`config.mk`:
```
export PLATFORM = sky130hd
export DESIGN_NAME = relu_requant
export DESIGN_NICKNAME = d
export VERILOG_FILES = /design/src/rtl/relu_requant.sv
export SDC_FILE = /design/constraint.sdc
export NUM_CORES = 1
export LEC_CHECK = 0
export CELL_PAD_IN_SITES_DETAIL_PLACEMENT = 1
export CELL_PAD_IN_SITES_GLOBAL_PLACEMENT = 1
export CORE_ASPECT_RATIO = 0.9
export CORE_MARGIN = 3
export CORE_UTILIZATION = 52
export DETAILED_ROUTE_END_ITERATION = 12
export DONT_BUFFER_PORTS = 1
export PLACE_DENSITY = 0.92
export SLEW_MARGIN = 25
export SYNTH_ARGS = -nofsm -noshare
export SYNTH_HDL_FRONTEND = slang
export SYNTH_SLANG_ARGS = --single-unit
```
`constraint.sdc`:
```
create_clock -name clk -period 6.1 [get_ports clk]
set_input_delay 0.305 -clock clk [delete_from_list [all_inputs] [get_ports clk]]
set_output_delay 0.305 -clock clk [all_outputs]
set_load 0.02 [all_outputs]
```
`src/rtl/relu_requant.sv`:
```
`default_nettype none
// ============================================================================
// Module   : relu_requant
// Purpose  : Post-bias activation stage. Applies ReLU, a rounding right-shift
//            requantization and unsigned saturation to a signed accumulator,
//            producing unsigned activations. Two-stage valid/ready pipeline
//            with full backpressure and a per-frame last-word flag.
// Ports    : clk, rst        - clock, synchronous active-high reset
//            i_valid/i_ready - input handshake
//            i_acc_bias      - signed bias-added accumulator (AB_BW)
//            i_shift         - requant shift, sampled with i_acc_bias
//            o_valid/o_ready - output handshake
//            o_act           - unsigned quantized activation (OUT_BW)
//            o_last          - marks the final activation of a frame
// Revision : 1.0 - initial release
// ============================================================================
module relu_requant #(
    parameter int AB_BW     = 25,
    parameter int OUT_BW    = 8,
    parameter int SH_BW     = 5,
    parameter int FRAME_LEN = 25,
    parameter int CNT_BW    = (FRAME_LEN > 1) ? $clog2(FRAME_LEN) : 1
) (
    input  logic              clk,
    input  logic              rst,
    input  logic              i_valid,
    output logic              i_ready,
    input  logic [AB_BW-1:0]  i_acc_bias,
    input  logic [SH_BW-1:0]  i_shift,
    output logic              o_valid,
    input  logic              o_ready,
    output logic [OUT_BW-1:0] o_act,
    output logic              o_last
);

    // One extra bit so the rounding addend can never overflow.
    localparam int                EXT_BW     = AB_BW + 1;
    localparam logic [CNT_BW-1:0] C_LAST_IDX = CNT_BW'(FRAME_LEN - 1);
    localparam logic [EXT_BW-1:0] C_SAT_MAX  = EXT_BW'((1 << OUT_BW) - 1);

    logic              r_s1_valid;
    logic [EXT_BW-1:0] r_s1_q;
    logic              r_s2_valid;
    logic [OUT_BW-1:0] r_act;
    logic              r_last;
    logic [CNT_BW-1:0] r_cnt;

    logic              w_s1_adv;
    logic              w_s2_adv;
    logic [AB_BW-1:0]  w_relu;
    logic [EXT_BW-1:0] w_half;
    logic [EXT_BW-1:0] w_sum;
    logic [EXT_BW-1:0] w_q;
    logic [OUT_BW-1:0] w_sat;
    logic [CNT_BW-1:0] w_cnt_inc;
    logic [CNT_BW-1:0] w_load_idx;

    // Ready depends only on pipeline occupancy and o_ready, never on i_valid.
    assign w_s2_adv = !r_s2_valid || o_ready;
    assign w_s1_adv = !r_s1_valid || w_s2_adv;
    assign i_ready  = w_s1_adv;

    // Stage 1 datapath: ReLU then round-half-up right shift. A zero shift
    // gets a zero addend, so the same shifter path covers it. Out-of-range
    // shifts simply produce some value; control flow is unaffected.
    assign w_relu = i_acc_bias[AB_BW-1] ? '0 : i_acc_bias;
    assign w_half = (i_shift == '0) ? '0 : (EXT_BW'(1) << (i_shift - SH_BW'(1)));
    assign w_sum  = {1'b0, w_relu} + w_half;
    assign w_q    = w_sum >> i_shift;

    // Stage 2 datapath: unsigned saturation.
    assign w_sat = (r_s1_q > C_SAT_MAX) ? '1 : r_s1_q[OUT_BW-1:0];

    // r_cnt is the in-frame index of the word currently held in stage 2.
    // A word loaded while the held word is being consumed takes the next
    // index; a word loaded into an empty stage takes r_cnt itself.
    assign w_cnt_inc  = (r_cnt == C_LAST_IDX) ? '0 : r_cnt + CNT_BW'(1);
    assign w_load_idx = r_s2_valid ? w_cnt_inc : r_cnt;

    always_ff @(posedge clk) begin
        if (rst) begin
            r_s1_valid <= 1'b0;
            r_s1_q     <= '0;
            r_s2_valid <= 1'b0;
            r_act      <= '0;
            r_last     <= 1'b0;
            r_cnt      <= '0;
        end else begin
            if (w_s1_adv) begin
                r_s1_valid <= i_valid;
                if (i_valid) begin
                    r_s1_q <= w_q;
                end
            end
            if (w_s2_adv) begin
                r_s2_valid <= r_s1_valid;
                if (r_s1_valid) begin
                    r_act  <= w_sat;
                    r_last <= (w_load_idx == C_LAST_IDX);
                end
            end
            if (r_s2_valid && o_ready) begin
                r_cnt <= w_cnt_inc;
            end
        end
    end

    assign o_valid = r_s2_valid;
    assign o_act   = r_act;
    assign o_last  = r_last;

endmodule
`default_nettype wire

```
==> flow_summary.yaml <==
worst_hold_path:
  min_path_type: "in2reg"
placed_design:
  io_buffers: 0
  globalplace.congestion: 0.947
  dp_hpwl_um: 11800
floorplanning:
  fp-row-count: 32
  chipWidth_um: 106
  die-area_mm2: 0.0101
  io_pins: 45
  core_area_mm2: 0.00861
  die_h_um: 95.6
  start_util_pct: 53.9
clocking:
  cts_root_buf: "clkbuf_8"
  cts.sinks: 42
  insertion_delay_ns: 0.29
  clk_pin_slew_ns: 0.08
  cts.htree.levels: 2
  clockBufferDepth: 2
  ctsHoldBuffers: 0
  cts_resized: 0
  postCtsSetupRepairBufs: 0
  cts_buffers: 5
  tritoncts: "yes"
critical_path:
  critPathLaunch: "i_shift[0]"
  cp-start-kind: "primary input"
  reg2regPathDepth: 7
  crit_type: "in2reg"
  critPathArrivalTime_ns: 5.08
  crit_end: "r_s1_q[19]"
  rrSetupSlack_ns: 3.01
  worstReg2RegEnd: "r_s1_q[13]"
  cp_cell_sequence: "inv_1 -> nand2_1 -> nor2_1 -> ha_1 -> a211oi_1 -> o21ai_1 -> a21o_1 -> a211oi_2 -> xnor2_1 -> mux2i_1 -> a211o_1 -> a222oi_1 -> a22o_1"
  slowest_stage: "a222oi_1"
  critPathBufInv: 1
  crit_fanout: 20
  r2r_start: "o_valid"
  crit_cells: 13
  cpPeakStageDelay_ns: 0.77
  cp.required_ns: 6.34
  crit_path_end_kind: "flop"
  crit_family: "compound AO/OA/AOI/OAI gates"
run:
  max-cap-violations: 0
layout:
  final_nets: 664
  mostFrequentLayoutCell: "nor2_1"
  diodes: 0
  area_growth_pct: 1.46
  most-common-layout-cells: "78 x nor2_1, 62 x nand2_1, 56 x a21oi_1"
  filler_cell_count: 1144
  drive_gt1_share_pct: 6.14
global_routing:
  antenna_found_initial: 0
  gr-usage-all-layers_pct: 30.0
  grt_pass1_wl_um: 24600
  grt_pass1_vias: 4749
  grt_overflow: 0
  grt_max_degree: 28
sta:
  post-route-period-util_pct: 79.3
  rsz0062_at_grt: "no"
  fin_crit_ns: 4.84
  holdWs_ns: 0.0788
  fmax_mhz: 207
  drv_slew: 0
  finalClockSkew_ns: 0.0133
  slew_headroom_pct: 34.8
  worst_slew_pin_slew_ns: 0.976
  hold_viol: 0
  setup_tns_ns: 0
  setup_violations: 0
synthesis:
  yosysUniqueCellTypes: 71
  synth_compound_area_share_pct: 30.7
  synth_cells: 634
  syn_avg_cell_area_um2: 7.32
  synth_nets: 695
  synth_warnings: 0
  ys_ff_latch: 42
  netlist_area_mm2: 0.00464
  ys_async_sr_fraction_pct: 0
  synth-xor-area-share_pct: 5.47
  ys.flop_type: "dfxtp_1"
  yosys.area_share.simple_pct: 24.5
  synth_edf_count: 0
  synth_top_family_by_area: "compound AO/OA/AOI/OAI gates"
  synthAdderAreaFrac_pct: 7.44
  yosysSeqAreaShare_pct: 18.1
  synth.area.mux_share_pct: 8.50
power:
  power_leakage_uw: 0.00188
  ir_drop_mv: 0.131
  finalPower_uw: 689
  p_per_area_mw_per_mm2: 146
drt:
  post_drt_wl_per_cell_um: 21.8
  ant_nets: 0
  wl_um: 15800
  vias: 4996
  drt_iter0_drc: 432
  firstDrtPassIters: 5
  avgViaCountPerCell: 6.92
  drc: 0
run_status:
  status: "finished, final reports clean"
per-layer routing:
metal  vias to the layer above  GRT usage [%]  wire [µm]
met2                       247           50.1       7320
met1                      2452           41.9       6920
met3                        29           4.06       1250
li1                       2268              -          -
met4                         0           5.50        267
met5                         -              0          0
report_power, final:
group	switching [µW]	internal (µW)
sequential	14.8	288
clock	92.2	76.9
combinational	137	80.6
total	244	445
how the worst min path moves through the flow:
stage	start	endpoint	slack, ns	cells past startpoint
floorplan	r_s1_q[3]	o_act[3]	0.42	2
finish	rst	r_s1_q[21]	0.08	1
detailed placement	rst	r_s1_q[21]	0.38	1
CTS	rst	r_s1_q[21]	0.07	1
global route	rst	r_s1_q[23]	0.06	1
global placement	rst	r_s1_q[24]	0.38	1
stage by stage:
stage,cell area (µm²),util (%),cells,setup slack (ns)
final,4710,54.7,722,1.26
after global routing,4710,54.7,722,1.08
after detailed placement,4630,53.8,715,1.12
after CTS,4710,54.7,722,1.42
after floorplan,4640,-,634,2.14
after global placement,4630,53.8,715,1.37
area by class of cell:
class	instances	area [µm²]	share of cell area (%)
timing repair buffer	1	7.51	0.159
tap	119	149	3.16
clock inverter	2	10.0	0.213
inverter	21	78.8	1.67
multi-input combinational	532	3550	75.5
sequential	42	841	17.9
clock buffer	5	68.8	1.46
state kept, by name, indices dropped and copies added, names as in the netlist:
signal and flops:
r_cnt 5, r_s1_valid 1, o_act 8, r_s1_q 26, o_valid 1, o_last 1
synth_stat cells (all sizes together), types with 5 or more instances:
| library cell | n | area, µm² |
|---|---|---|
| nor4 | 10 | 62.6 |
| a211oi | 14 | 120 |
| dfxtp | 42 | 841 |
| nor2b | 29 | 181 |
| and3 | 6 | 37.5 |
| ha | 26 | 325 |
| inv | 21 | 78.8 |
| nand2 | 62 | 233 |
| xor2 | 15 | 131 |
| a22o | 5 | 43.8 |
| a21oi | 58 | 298 |
| clkbuf | 26 | 100 |
| nand3 | 16 | 80.1 |
| nor3 | 10 | 50.1 |
| mux2i | 18 | 180 |
| a21o | 12 | 90.1 |
| o21a | 7 | 53.8 |
| a22oi | 5 | 37.5 |
| mux2 | 7 | 78.8 |
| o22ai | 10 | 62.6 |
| buf | 13 | 67.6 |
| xnor2 | 14 | 123 |
| o211ai | 10 | 80.1 |
| a221oi | 8 | 82.6 |
| and2 | 8 | 50.1 |
| nor2 | 78 | 293 |
| o21ai | 30 | 150 |
| mux4 | 6 | 135 |
| a31oi | 5 | 31.3 |
worst reg2reg max path, cell delays in order, from the launching register on:
cell	delay, ns
dfxtp_1	0.42
nor2b_1	0.23
nand2_1	0.24
nand2_1	0.62
nor3_1	0.77
nand2_1	0.24
or3_1	0.39
nand3_1	0.11
cell families after synthesis:
logic type	count (synthesis)
multiplexers	31
adder cells (fa/ha/maj)	27
AO/OA/AOI/OAI	205
buffers and inverters	60
XOR/XNOR	29
flip-flops	42
AND/OR/NAND/NOR	240
Note: power is estimated with default switching activity, not from simulation.
